### src/rtl/dvp_pkg.sv
// Shared types and constants for the DVP transmitter: FSM state encoding,
// pixel width and byte ordering of an RGB565 pixel on the 8-bit bus.
package dvp_pkg;

    localparam int RGB565_W      = 16;
    localparam bit BYTE_HI_FIRST = 1'b1;

    // Frame phases, in the order a frame walks through them
    typedef enum logic [2:0] {
        ST_IDLE   = 3'd0,
        ST_VSYNC  = 3'd1,
        ST_VBACK  = 3'd2,
        ST_ACTIVE = 3'd3,
        ST_VFRONT = 3'd4
    } dvp_state_e;

    // Byte driven on the even (first) clock of a pixel slot
    function automatic logic [7:0] first_byte(input logic [RGB565_W-1:0] pix);
        return BYTE_HI_FIRST ? pix[15:8] : pix[7:0];
    endfunction

    // Byte held for the odd (second) clock of a pixel slot
    function automatic logic [7:0] second_byte(input logic [RGB565_W-1:0] pix);
        return BYTE_HI_FIRST ? pix[7:0] : pix[15:8];
    endfunction

endpackage

### src/rtl/dvp_timing.sv
// Horizontal/vertical counters for the DVP transmitter. Counters sit at zero
// while the frame is not running, so the first running cycle is hcnt=0 of
// line 0 of the current phase. The vertical counter counts lines within the
// current phase and wraps at the phase length supplied by the FSM.
module dvp_timing #(
    parameter logic [13:0] LINE_LEN = 14'd2720
) (
    input  logic        clk,
    input  logic        rst_n,
    input  logic        run_i,
    input  logic [11:0] phase_lines_i,
    output logic [13:0] hcnt_o,
    output logic        phase_end_o
);

    logic [13:0] hcnt_q;
    logic [11:0] vcnt_q;
    logic        line_end;

    // Last clock of a line, and last clock of the last line of the phase
    always_comb begin
        line_end    = run_i && (hcnt_q == LINE_LEN - 14'd1);
        phase_end_o = line_end && (vcnt_q == phase_lines_i - 12'd1);
        hcnt_o      = hcnt_q;
    end

    // Pixel-clock counter with line wrap; line counter restarts each phase
    always_ff @(posedge clk or negedge rst_n) begin
        if (!rst_n) begin
            hcnt_q <= 14'd0;
            vcnt_q <= 12'd0;
        end else if (!run_i) begin
            hcnt_q <= 14'd0;
            vcnt_q <= 12'd0;
        end else if (line_end) begin
            hcnt_q <= 14'd0;
            vcnt_q <= phase_end_o ? 12'd0 : vcnt_q + 12'd1;
        end else begin
            hcnt_q <= hcnt_q + 14'd1;
        end
    end

endmodule

### src/rtl/dvp_tx.sv
// DVP (camera-style) transmitter: turns a stream of RGB565 pixels into
// cmos_vsync / cmos_href / 8-bit cmos_db with clk doubling as pclk.
//
// Pixel handshake: a pixel transfers in a cycle where pix_valid and
// pix_ready are both high. pix_ready is only raised together with pix_valid,
// so pix_ready alone means "the presented pixel was taken this cycle".
// Outside IDLE the transmitter never stalls: a pixel slot with no valid
// pixel is sent as two zero bytes and flagged as underflow.
//
// All line counts (VS_LINES, V_BACK, V_DISP, V_FRONT) must be at least 1.
module dvp_tx
    import dvp_pkg::*;
#(
    parameter logic [11:0] H_DISP   = 12'd1280,
    parameter logic [11:0] V_DISP   = 12'd720,
    parameter logic [11:0] H_BLANK  = 12'd160,
    parameter logic [3:0]  VS_LINES = 4'd2,
    parameter logic [7:0]  V_BACK   = 8'd20,
    parameter logic [7:0]  V_FRONT  = 8'd5
) (
    input  logic                clk,
    input  logic                rst_n,
    input  logic                en,
    input  logic                clr,
    input  logic [RGB565_W-1:0] pix_data,
    input  logic                pix_valid,
    input  logic                pix_sof,
    output logic                pix_ready,
    output logic                cmos_vsync,
    output logic                cmos_href,
    output logic [7:0]          cmos_db,
    output logic                frame_done,
    output logic                underflow,
    output logic                sof_err
);

    localparam logic [13:0] LINE_LEN  = 14'(2 * H_DISP + H_BLANK);
    localparam logic [13:0] ACT_BYTES = 14'(2 * H_DISP);

    dvp_state_e  state_q;
    logic        vsync_q;
    logic        href_q;
    logic [7:0]  db_q;
    logic [7:0]  lo_q;
    logic        first_q;
    logic        underflow_q, underflow_d;
    logic        sof_err_q, sof_err_d;

    logic [13:0] hcnt;
    logic        phase_end;
    logic [11:0] phase_lines;
    logic        run;
    logic        in_act_bytes;
    logic        slot;
    logic        odd;
    logic        start;
    logic        idle_drop;
    logic        take;
    logic        miss;
    logic        sof_bad;

    dvp_timing #(
        .LINE_LEN (LINE_LEN)
    ) u_timing (
        .clk           (clk),
        .rst_n         (rst_n),
        .run_i         (run),
        .phase_lines_i (phase_lines),
        .hcnt_o        (hcnt),
        .phase_end_o   (phase_end)
    );

    // Phase length seen by the line counter, and per-cycle slot decode
    always_comb begin
        phase_lines = 12'd1;
        case (state_q)
            ST_VSYNC:  phase_lines = 12'(VS_LINES);
            ST_VBACK:  phase_lines = 12'(V_BACK);
            ST_ACTIVE: phase_lines = V_DISP;
            ST_VFRONT: phase_lines = 12'(V_FRONT);
            default:   phase_lines = 12'd1;
        endcase

        run          = (state_q != ST_IDLE);
        in_act_bytes = (state_q == ST_ACTIVE) && (hcnt < ACT_BYTES);
        slot         = in_act_bytes && !hcnt[0];
        odd          = in_act_bytes && hcnt[0];

        // The SOF pixel that starts a frame is left in place for the first slot
        start        = (state_q == ST_IDLE) && en && pix_valid && pix_sof;
        idle_drop    = (state_q == ST_IDLE) && pix_valid && !pix_sof;
        take         = slot && pix_valid;
        miss         = slot && !pix_valid;
        sof_bad      = take && !first_q && pix_sof;

        // Gated by rst_n so the handshake is silent while reset is held
        pix_ready    = rst_n && (idle_drop || take);
        frame_done   = (state_q == ST_VFRONT) && phase_end;
    end

    // Frame FSM; vsync is registered so it tracks the VSYNC phase exactly
    always_ff @(posedge clk or negedge rst_n) begin
        if (!rst_n) begin
            state_q <= ST_IDLE;
            vsync_q <= 1'b0;
        end else begin
            case (state_q)
                ST_IDLE: begin
                    if (start) begin
                        state_q <= ST_VSYNC;
                        vsync_q <= 1'b1;
                    end
                end
                ST_VSYNC: begin
                    if (phase_end) begin
                        state_q <= ST_VBACK;
                        vsync_q <= 1'b0;
                    end
                end
                ST_VBACK: begin
                    if (phase_end) state_q <= ST_ACTIVE;
                end
                ST_ACTIVE: begin
                    if (phase_end) state_q <= ST_VFRONT;
                end
                ST_VFRONT: begin
                    if (phase_end) state_q <= ST_IDLE;
                end
                default: begin
                    state_q <= ST_IDLE;
                    vsync_q <= 1'b0;
                end
            endcase
        end
    end

    // Byte path: first byte on the slot clock, held second byte on the next
    always_ff @(posedge clk or negedge rst_n) begin
        if (!rst_n) begin
            href_q  <= 1'b0;
            db_q    <= 8'h00;
            lo_q    <= 8'h00;
            first_q <= 1'b0;
        end else begin
            if (start) begin
                first_q <= 1'b1;
            end else if (take) begin
                first_q <= 1'b0;
            end

            if (slot) begin
                href_q <= 1'b1;
                if (pix_valid) begin
                    db_q <= first_byte(pix_data);
                    lo_q <= second_byte(pix_data);
                end else begin
                    db_q <= 8'h00;
                    lo_q <= 8'h00;
                end
            end else if (odd) begin
                href_q <= 1'b1;
                db_q   <= lo_q;
            end else begin
                href_q <= 1'b0;
                db_q   <= 8'h00;
            end
        end
    end

    // Sticky error flags: a new event in the same cycle as clr wins
    always_comb begin
        underflow_d = (underflow_q && !clr) || miss;
        sof_err_d   = (sof_err_q && !clr) || sof_bad;
    end

    // Error flag registers
    always_ff @(posedge clk or negedge rst_n) begin
        if (!rst_n) begin
            underflow_q <= 1'b0;
            sof_err_q   <= 1'b0;
        end else begin
            underflow_q <= underflow_d;
            sof_err_q   <= sof_err_d;
        end
    end

    assign cmos_vsync = vsync_q;
    assign cmos_href  = href_q;
    assign cmos_db    = db_q;
    assign underflow  = underflow_q;
    assign sof_err    = sof_err_q;

endmodule

### config.mk
export PLATFORM = sky130hd
export DESIGN_NAME = dvp_tx
export DESIGN_NICKNAME = d
export VERILOG_FILES = /design/src/rtl/dvp_pkg.sv /design/src/rtl/dvp_timing.sv /design/src/rtl/dvp_tx.sv
export SDC_FILE = /design/constraint.sdc
export NUM_CORES = 1
export LEC_CHECK = 0
export ABC_AREA = 1
export CORE_MARGIN = 2
export CORE_UTILIZATION = 45
export CTS_CLUSTER_SIZE = 10
export DETAILED_ROUTE_END_ITERATION = 6
export PLACE_DENSITY_LB_ADDON = 0.25
export SYNTH_ARGS = -nofsm -noshare
export SYNTH_HDL_FRONTEND = slang
export SYNTH_HIERARCHICAL = 1
export SYNTH_SLANG_ARGS = --single-unit
### constraint.sdc
create_clock -name clk -period 2.9 [get_ports clk]
set_clock_uncertainty 0.05 [all_clocks]
set_input_delay 0.435 -clock clk [delete_from_list [all_inputs] [get_ports clk]]
set_output_delay 0.435 -clock clk [all_outputs]
set_load 0.005 [all_outputs]
==> results of run 1 <==
flip-flops by register name, indices dropped and copies added (netlist names):
register         flops
u_timing/hcnt_o     14
u_timing/vcnt_q     12
cmos_db              8
lo_q                 8
state_q              3
cmos_href            1
cmos_vsync           1
first_q              1
sof_err              1
underflow            1
what timing repair did:
item | 4_1_cts | 5_1_grt
setup buffers | 2 | 2
gates resized for setup | 12 | 16
cloned | 0 | 0
setup endpoints to repair | 1 | 2
pin swaps | 9 | 5
endpoints found under the hold margin | 0 | 0
placed cells by master (no fill, tap or decap), types with 6 or more instances in the layout:
| cell type | Yosys | routed |
|---|---|---|
| inv_1 | 68 | 63 |
| nand2_2 | 7 | 12 |
| nor2_1 | 35 | 31 |
| o21ai_0 | 8 | 8 |
| nand3_2 | 5 | 6 |
| nor3_1 | 12 | 11 |
| clkdlybuf4s50_1 | 0 | 33 |
| clkbuf_8 | 0 | 6 |
| nand4_1 | 10 | 10 |
| nand2_1 | 147 | 141 |
| conb_1 | 1 | 15 |
| inv_2 | 7 | 11 |
| nor2_4 | 9 | 10 |
| nor2_2 | 3 | 6 |
| xor2_1 | 7 | 7 |
| buf_4 | 1 | 28 |
| a21oi_1 | 11 | 11 |
| nand3_1 | 30 | 28 |
| dfrtp_1 | 50 | 49 |
| o21ai_2 | 19 | 19 |
final timing paths:
path / slack [ps] / depth (start not counted) / endpoint
min in group clk: 440 / 2 / lo_q[3]$_DFFE_PN0N_
max in group asynchronous: 2150 / 2 / state_q[1]$_DFFE_PN0P_
worst max register to register: 350 / 18 / cmos_vsync$_DFFE_PN0P_
worst min register to register: 440 / 2 / lo_q[3]$_DFFE_PN0N_
worst min-delay path: 190 / 2 / cmos_href$_DFF_PN0_
worst max-delay path: 70 / 15 / frame_done
where the power goes:
part           total (uW)  leakage [uW]      switching [uW]  internal [uW]
clock network         413     0.0000482                 220            193
logic                80.4       0.00150                43.8           36.5
registers             696      0.000568  0.0000000000000176            696
metal layers:
layer / wire, um / share of wire, % / up-vias
li1: - / - / 1560
met1: 3360 / 46 / 1376
met3: 385 / 5.3 / 2
met4: 33 / 0.46 / 0
met2: 3460 / 48 / 59
met5: 0 / 0 / -
critical path, stage by stage, from the launching register on:
cell and delay [ps]:
dfrtp_2 450, inv_2 80, nand3_2 110, nand3_2 110, nand2_2 70, buf_4 140
nor3_2 270, nand3_1 110, nand2_1 110, nand3_2 100, nor2_4 130, nand3_4 80
nor2_4 100, inv_2 40, nor2_2 60, buf_2 110
per-stage QoR:
stage / total power [uW] / hold WS [ps] / std cells
floorplan: 743 / 89.4 / 472
global placement: 791 / 407 / 624
detailed placement: 792 / 418 / 624
CTS: 1200 / 233 / 634
global route: 1240 / 261 / 636
finish: 1190 / 190 / 636
cell families after synthesis:
family,count (synthesis)
simple gates,270
buf+inv,82
flops,50
compound gates,42
xor+xnor,10
fa+ha+maj,3
other cells,1
area by class of cell:
cell class              instances  area share (%)
multi-input cells             340            44.3
flip-flops and latches         50            30.0
clock buffers                   7            2.07
repair buffers                 64            13.7
clock inverters                 1           0.120
well taps                      99            2.97
inverters                      75            6.84
==> results.md, run 1 <==
* Largest net degree at the start of global routing at 51
* Layout Nets at 561
* Synth top cells by count: nand2_1, inv_1, dfrtp_1
* Cells after Synth at 458
* Routing usage on met1 at 25.3%
* PnR worst setup slack at 68.9 ps
* Sequential cell area at 1250 sq um
* DRC Markers at 0
* Most frequent cell after synthesis: nand2_1
* Area grow syn2layout at 26.1%
* GR peak layer: met2
* Overflow after GRT at 0
* Status: complete, no violations
* Initial antenna violation count at 0
* Maxcap violations at 0
* CP startpoint: state_q[1]$_DFFE_PN0P_
* Fill count at 666
* Asr flop ratio synth at 100%
* Initial DRC count at 134
* First-pass GRT wire length at 12,500 um
* FF+latch count, synth at 50
* Setup CP Type: register to primary output
* Vias per inst at 4.71
* I/O pin count at 36
* Initial Utilization at 46.1%
* Clock Latency Late Sink at 300 ps
* Die Ht at 89.7 um
* Worst Tran Pin Value at 620 ps
* Crit path time final at 2830 ps
* Cell area after layout at 4170 sq um
* RSZ-0062 raised after global routing: true
* Total number of vias at 2,997
* Root Buffer: clkbuf_8
* Worst VDD drop at 0.163 mV
* Yosys cell types at 33
* Post-synth EDFFs at 0
* Synth area leader: dfrtp_1
* Kind of end point of the critical path: primary output
* Post-DP Area at 3970 sq um
* Simple-gate portion of the synthesized area at 39.3%
* Met3 GRT Util at 2.85%
* Vias in the first global route at 2,853
* H-Tree Depth at 2
* Reg2reg start: state_q[1]$_DFFE_PN0P_
* Hold/Removal Path Class: primary input to async pin
* Setup violators final at 0
* Clock sinks at 50
* Die extent in x at 89.7 um
* Tot GR Track Use at 18.6%
* Detail Route Antenna Nets at 0
* Yosys warns at 6
* Multi-input gate area at 1850 sq um
* Post-synthesis compound-gate area fraction at 8.93%
* Crit path max fanout at 5
* WL per Instance at 11.4 um
* Largest family of logic cells by synthesized area: simple AND/OR/NAND/NOR gates
* Sequential-to-total area share from yosys stat at 37.8%
* Post-synthesis adder-cell area fraction at 1.14%
* Top cell type's share of synthesized area at 37.8%
* Crit path launch type: register
* XOR/XNOR Fraction of Synth Area at 2.65%
* Drt total wl at 7240 um
* Row count at 31
* Total CTS buffers at 5
* Layout cells sized above 1 at 22.0%
* Clk slew on worst S/H paths at 90 ps
* Synth area leaders: dfrtp_1, nand2_1, inv_1
* Mux cell area share after synthesis at 0%
* Final period utilization at 97.6%
* Post-CTS Hold Fix Bufs at 0
* Critical path arrival at 2350 ps
* Maximum root-to-sink buffer count at 2
* I/O Buffers at 35
* Gpl congestion at 0.860
* P_leak at 0.00211 uW
* Die area at 8050 sq um
* Top_reg_cell synth: dfrtp_1
* Setup tns final at 0 ps
* Final Util at 58.1%
* Final hold violations at 0
* Met2 Track Usage GR at 31.3%
* Pins over their slew limit at 0
* Critical Path RT at 2410 ps
* Power Density at 285 nW/um^2
* Antenna fix cells at 0
* Core area at 7180 sq um
* Max Fclk at 0.353 GHz
* Setup WS pre-CTS at -252 ps
* DR pass1 iterations at 4
* TritonCTS clock tree: done
* DP HPWL at 5500 um
* Mapped Area at 3310 sq um
* Relative slew slack at 58.7%
* Avg Inst Size Synth at 7.22 sq um
No activity file was read; power rests on OpenSTA's default activity.
==> run 2, diff against run 1 <==
--- a/config.mk
+++ b/config.mk
@@ -6,8 +6,10 @@
 export NUM_CORES = 1
 export LEC_CHECK = 0
 export ABC_AREA = 1
+export CAP_MARGIN = 20
 export CORE_MARGIN = 2
 export CORE_UTILIZATION = 45
+export CTS_BUF_LIST = sky130_fd_sc_hd__clkbuf_4 sky130_fd_sc_hd__clkbuf_8
 export CTS_CLUSTER_SIZE = 10
 export DETAILED_ROUTE_END_ITERATION = 6
 export PLACE_DENSITY_LB_ADDON = 0.25
==> results.md, run 2 (synthesis gave the netlist of run 1 again) <==
* DP HPWL at 5500 um
* Most common library cell in the layout ignoring fill and taps: nand2_1
* Maxcap violations at 0
* TritonCTS clock tree: done
* Clock power frac at 35.2%
* Layout cells sized above 1 at 22.2%
* NetSw at 264 uW
* Crit-path max cell delay at 450 ps
* Setup tns final at 0 ps
* Status: complete, no violations
* Root Buffer: clkbuf_8
* Core area at 7180 sq um
* Logic gate share of total power at 6.7%
* Area grow syn2layout at 26.3%
* Power Total at 1200 uW
* Die area at 8050 sq um
* Kind of end point of the critical path: primary output
* Total number of vias at 2,991
* CP most frequent cell: nand3_2
* H-Tree Depth at 2
* Setup WS pre-CTS at -252 ps
* Drt total wl at 7220 um
* Setup violators final at 0
* PnR worst setup slack at 68.9 ps
* Crit path time final at 2830 ps
* Worst VDD drop at 0.181 mV
* Critical Path RT at 2410 ps
* WL per Instance at 11.3 um
* Hold Slack at 191 ps
* Final hold violations at 0
* Die Ht at 89.7 um
* DR pass1 iterations at 4
* Layout Nets at 561
* Total CTS buffers at 5
* Switching part of the total at 22.0%
* Vias in the first global route at 2,853
* Row count at 31
* Max reg flops at 14
* Initial antenna violation count at 0
* Overflow after GRT at 0
* Vias per inst at 4.70
* Detail Route Antenna Nets at 0
* Most frequent cells in the layout: nand2_1, inv_1, dfrtp_1
* Maximum root-to-sink buffer count at 2
* CP cell instances: inv_2 > nand3_2 > nand3_2 > nand2_2 > buf_4 > nor3_2 > nand3_1 > nand2_1 > nand3_2 > nor2_4 > nand3_4 > nor2_4 > inv_2 > nor2_2 > buf_2
* Initial Utilization at 46.1%
* Clock sinks at 50
* Gpl congestion at 0.860
* RSZ-0062 raised after global routing: true
* Final period utilization at 97.6%
* Critical path arrival at 2350 ps
* Initial DRC count at 129
* Relative slew slack at 58.7%
* Clock Latency Late Sink at 300 ps
* DRC Markers at 0
* Largest net degree at the start of global routing at 51
* Tot GR Track Use at 18.6%
* Max Fclk at 0.353 GHz
* Die extent in x at 89.7 um
* Hold/Removal Path Class: primary input to async pin
* Power Density at 287 nW/um^2
* Pins over their slew limit at 0
* I/O Buffers at 35
* Pint at 935 uW
* I/O pin count at 36
* P_leak at 0.00212 uW
* Antenna fix cells at 0
* First-pass GRT wire length at 12,500 um
* Slowest CP cell: dfrtp_2
* Clk slew on worst S/H paths at 90 ps
* Setup CP Type: register to primary output
* Worst Tran Pin Value at 620 ps
* Crit path max fanout at 5
* Post-CTS Hold Fix Bufs at 0
* Crit path launch type: register
* Reg power frac at 58.1%
[run 2: cell counts in the layout (fill, tap and decap cells not counted)]
Identical to the previous run, type by type.
[run 2: worst paths after layout]
path,start,to,slack [ps],cells past startpoint
max in group asynchronous,rst_n,state_q[1]$_DFFE_PN0P_,2150,2
max,state_q[1]$_DFFE_PN0P_,frame_done,70,15
max reg2reg,state_q[1]$_DFFE_PN0P_,cmos_vsync$_DFFE_PN0P_,350,18
min in group clk,lo_q[3]$_DFFE_PN0N_,lo_q[3]$_DFFE_PN0N_,440,2
min reg2reg,lo_q[3]$_DFFE_PN0N_,lo_q[3]$_DFFE_PN0N_,440,2
min,rst_n,cmos_href$_DFF_PN0_,190,2
[run 2: area by class of cell]
cell class	count	area [sq um]
fill	664	3000
multi-input combinational	340	1850
sequential	50	1250
timing repair buffer	64	571
inverter	75	285
tap	99	124
clock buffer	7	90.1
clock inverter	1	5.00
[run 2: critical path, delay by kind of cell (launching register included)]
family,cells,cell delay [ps]
buffers and inverters,4,370
DFF,1,450
and+or+nand+nor,11,1250
[run 2: power groups by stage]
stage	Sequential (uW)	Clock [uW]	Combinational, uW
4_1_cts	696	433	81.6
5_1_grt	697	462	91.7
3_3_place_gp	710	0	80.7
3_5_place_dp	710	0	81.5
2_1_floorplan	711	0	32.4
6_report	696	422	80.3
[run 2: per-stage QoR]
stage | utilization, % | instances | cell area [sq um]
after floorplan | - | 472 | 3360
after global placement | 55.3 | 624 | 3970
after detailed placement | 55.3 | 624 | 3970
after CTS | 57.2 | 634 | 4100
after global routing | 58.2 | 636 | 4180
final | 58.2 | 636 | 4180
[run 2: timing repair]
action                     in CTS  in global routing
resized for setup              12                 16
buffers inserted                2                  2
setup endpoints to repair       1                  2
pin swaps                       9                  5
[run 2: metal layers]
layer	global-route usage, %	vias up	routed length, um
li1	-	1560	-
met1	25.3	1370	3330
met2	31.3	59	3460
met3	2.85	2	385
met4	4.49	0	33
met5	0	-	0
==> run 3, diff against run 2 <==
--- a/config.mk
+++ b/config.mk
@@ -7,6 +7,8 @@
 export LEC_CHECK = 0
 export ABC_AREA = 1
 export CAP_MARGIN = 20
+export CELL_PAD_IN_SITES_DETAIL_PLACEMENT = 0
+export CELL_PAD_IN_SITES_GLOBAL_PLACEMENT = 1
 export CORE_MARGIN = 2
 export CORE_UTILIZATION = 45
 export CTS_BUF_LIST = sky130_fd_sc_hd__clkbuf_4 sky130_fd_sc_hd__clkbuf_8
==> constraint.sdc (replaced) <==
create_clock -name clk -period 3.63 [get_ports clk]
set_clock_uncertainty 0.05 [all_clocks]
set_input_delay 0.5445 -clock clk [delete_from_list [all_inputs] [get_ports clk]]
set_output_delay 0.5445 -clock clk [all_outputs]
set_load 0.005 [all_outputs]
==> results.md, run 3 (synthesis gave the netlist of run 1 again) <==
* Relative slew slack at 46.3%
* Logic gate share of total power at 6.8%
* H-Tree Depth at 2
* DR pass1 iterations at 5
* Clock sinks at 50
* Initial antenna violation count at 0
* Kind of end point of the critical path: primary output
* Setup CP Type: register to primary output
* Setup WS pre-CTS at 168 ps
* Vias per inst at 4.73
* DP HPWL at 5580 um
* P_leak at 0.00199 uW
* Max Fclk at 0.296 GHz
* Crit path max fanout at 6
* Antenna fix cells at 0
* Final Util at 54.5%
* Total CTS buffers at 5
* Cell area after layout at 3910 sq um
* Worst VDD drop at 0.156 mV
* Clock power frac at 33.9%
* Die extent in x at 89.7 um
* Initial Utilization at 46.1%
* Post-DP Area at 3800 sq um
* Maxcap violations at 0
* Max reg flops at 14
* Final period utilization at 92.9%
* Row count at 31
* Post-CTS Hold Fix Bufs at 0
* Core area at 7180 sq um
* Initial DRC count at 88
* Pins over their slew limit at 0
* TritonCTS clock tree: done
* Die area at 8050 sq um
* First-pass GRT wire length at 12,700 um
* Setup tns final at 0 ps
* Tot GR Track Use at 18.9%
* Status: complete, no violations
* WL per Instance at 11.9 um
* Critical path arrival at 2780 ps
* Fin cells at 610
* Final hold violations at 0
* Worst Tran Pin Value at 804 ps
* Hold/Removal Path Class: primary input to async pin
* Clk slew on worst S/H paths at 80 ps
* Clock Latency Late Sink at 290 ps
* DRC Markers at 0
* Drt total wl at 7240 um
* Layout cells sized above 1 at 15.1%
* Most frequent cells in the layout: nand2_1, inv_1, dfrtp_1
* Setup violators final at 0
* Root Buffer: clkbuf_8
* Crit path time final at 3370 ps
* Overflow after GRT at 0
* Reg power frac at 59.3%
* Pint at 732 uW
* Area grow syn2layout at 18.3%
* Die Ht at 89.7 um
* Detail Route Antenna Nets at 0
* Layout Nets at 537
* Power Density at 240 nW/um^2
* RSZ-0062 raised after global routing: false
* Gpl congestion at 0.844
* PnR worst setup slack at 256 ps
* Crit path launch type: register
* Critical Path RT at 3040 ps
* Total number of vias at 2,884
* Number of placed instances, taps included at 602
* I/O pin count at 36
* NetSw at 206 uW
* Vias in the first global route at 2,788
* Largest net degree at the start of global routing at 51
* Most common library cell in the layout ignoring fill and taps: nand2_1
* I/O Buffers at 35
* Switching part of the total at 21.9%
* Maximum root-to-sink buffer count at 2
## run 3: cell count changes in the layout (fill, tap and decap cells not counted), sizes merged
| cell | before | now |
|---|---|---|
| clkinv | 1 | 0 |
| clkinvlp | 1 | 0 |
| dlygate4sd2 | 0 | 1 |
| clkbuf | 7 | 6 |
| inv | 74 | 75 |
| buf | 31 | 6 |
## run 3: timing repair
action | CTS | global route
setup buffers | 2 | 0
setup endpoints to repair | 1 | 0
resized for setup | 7 | 0
## run 3: critical path, stage by stage (launching register included)
cell and delay [ps]:
dfrtp_2 440, nor2_1 140, nand2_2 100, nand3_1 110
nand2_1 100, inv_2 90, ha_2 270, nand2_1 60
nand2_1 50, nor2_1 90, nand2_1 90, nor2_4 120
nand3_2 100, nor2_4 100, nand3_4 90, nor2_4 110
inv_1 70, nor2_1 120, dlygate4sd2_1 240
## run 3: routing by layer
metal | GRT usage, % | vias up | wire, um
met2 | 34.0 | 48 | 3590
met3 | 2.43 | 4 | 209
met4 | 4.49 | 0 | 55
li1 | - | 1515 | -
met1 | 24.4 | 1317 | 3380
met5 | 0 | - | 0
## run 3: cell type report
class	count	area (sq um)
Timing Repair Buffer	40	382
Fill cell	712	3260
Clock buffer	6	82.6
Inverter	75	282
Tap cell	99	124
Sequential cell	50	1250
Multi-Input combinational cell	340	1790
## run 3: power by group through the flow
| stage | sequential, uW | clock [uW] | combinational [uW] |
|---|---|---|---|
| 2_1_floorplan | 568 | 0 | 25.9 |
| 3_5_place_dp | 568 | 0 | 65.1 |
| 5_1_grt | 556 | 348 | 72.7 |
| 6_report | 556 | 318 | 63.7 |
| 3_3_place_gp | 568 | 0 | 64.5 |
| 4_1_cts | 556 | 334 | 65.3 |
## run 3: metrics by stage
step           power, uW  hold WS, ps
2_1_floorplan        594          199
3_3_place_gp         632          399
3_5_place_dp         633          405
4_1_cts              956          333
5_1_grt              977          382
6_report             938          305
## run 3: path summary, 6_finish.rpt
check	start	to	slack, ps	cells after the start
setup / recovery	state_q[1]$_DFFE_PN0P_	frame_done	260	18
hold / removal	rst_n	u_timing/hcnt_o[9]$_DFF_PN0_	310	2
setup reg to reg	state_q[1]$_DFFE_PN0P_	state_q[0]$_DFFE_PN0P_	1010	20
hold reg to reg	first_q$_DFFE_PN0P_	first_q$_DFFE_PN0P_	430	2
max in group asynchronous	rst_n	state_q[0]$_DFFE_PN0P_	2760	2
min in group clk	first_q$_DFFE_PN0P_	first_q$_DFFE_PN0P_	430	2
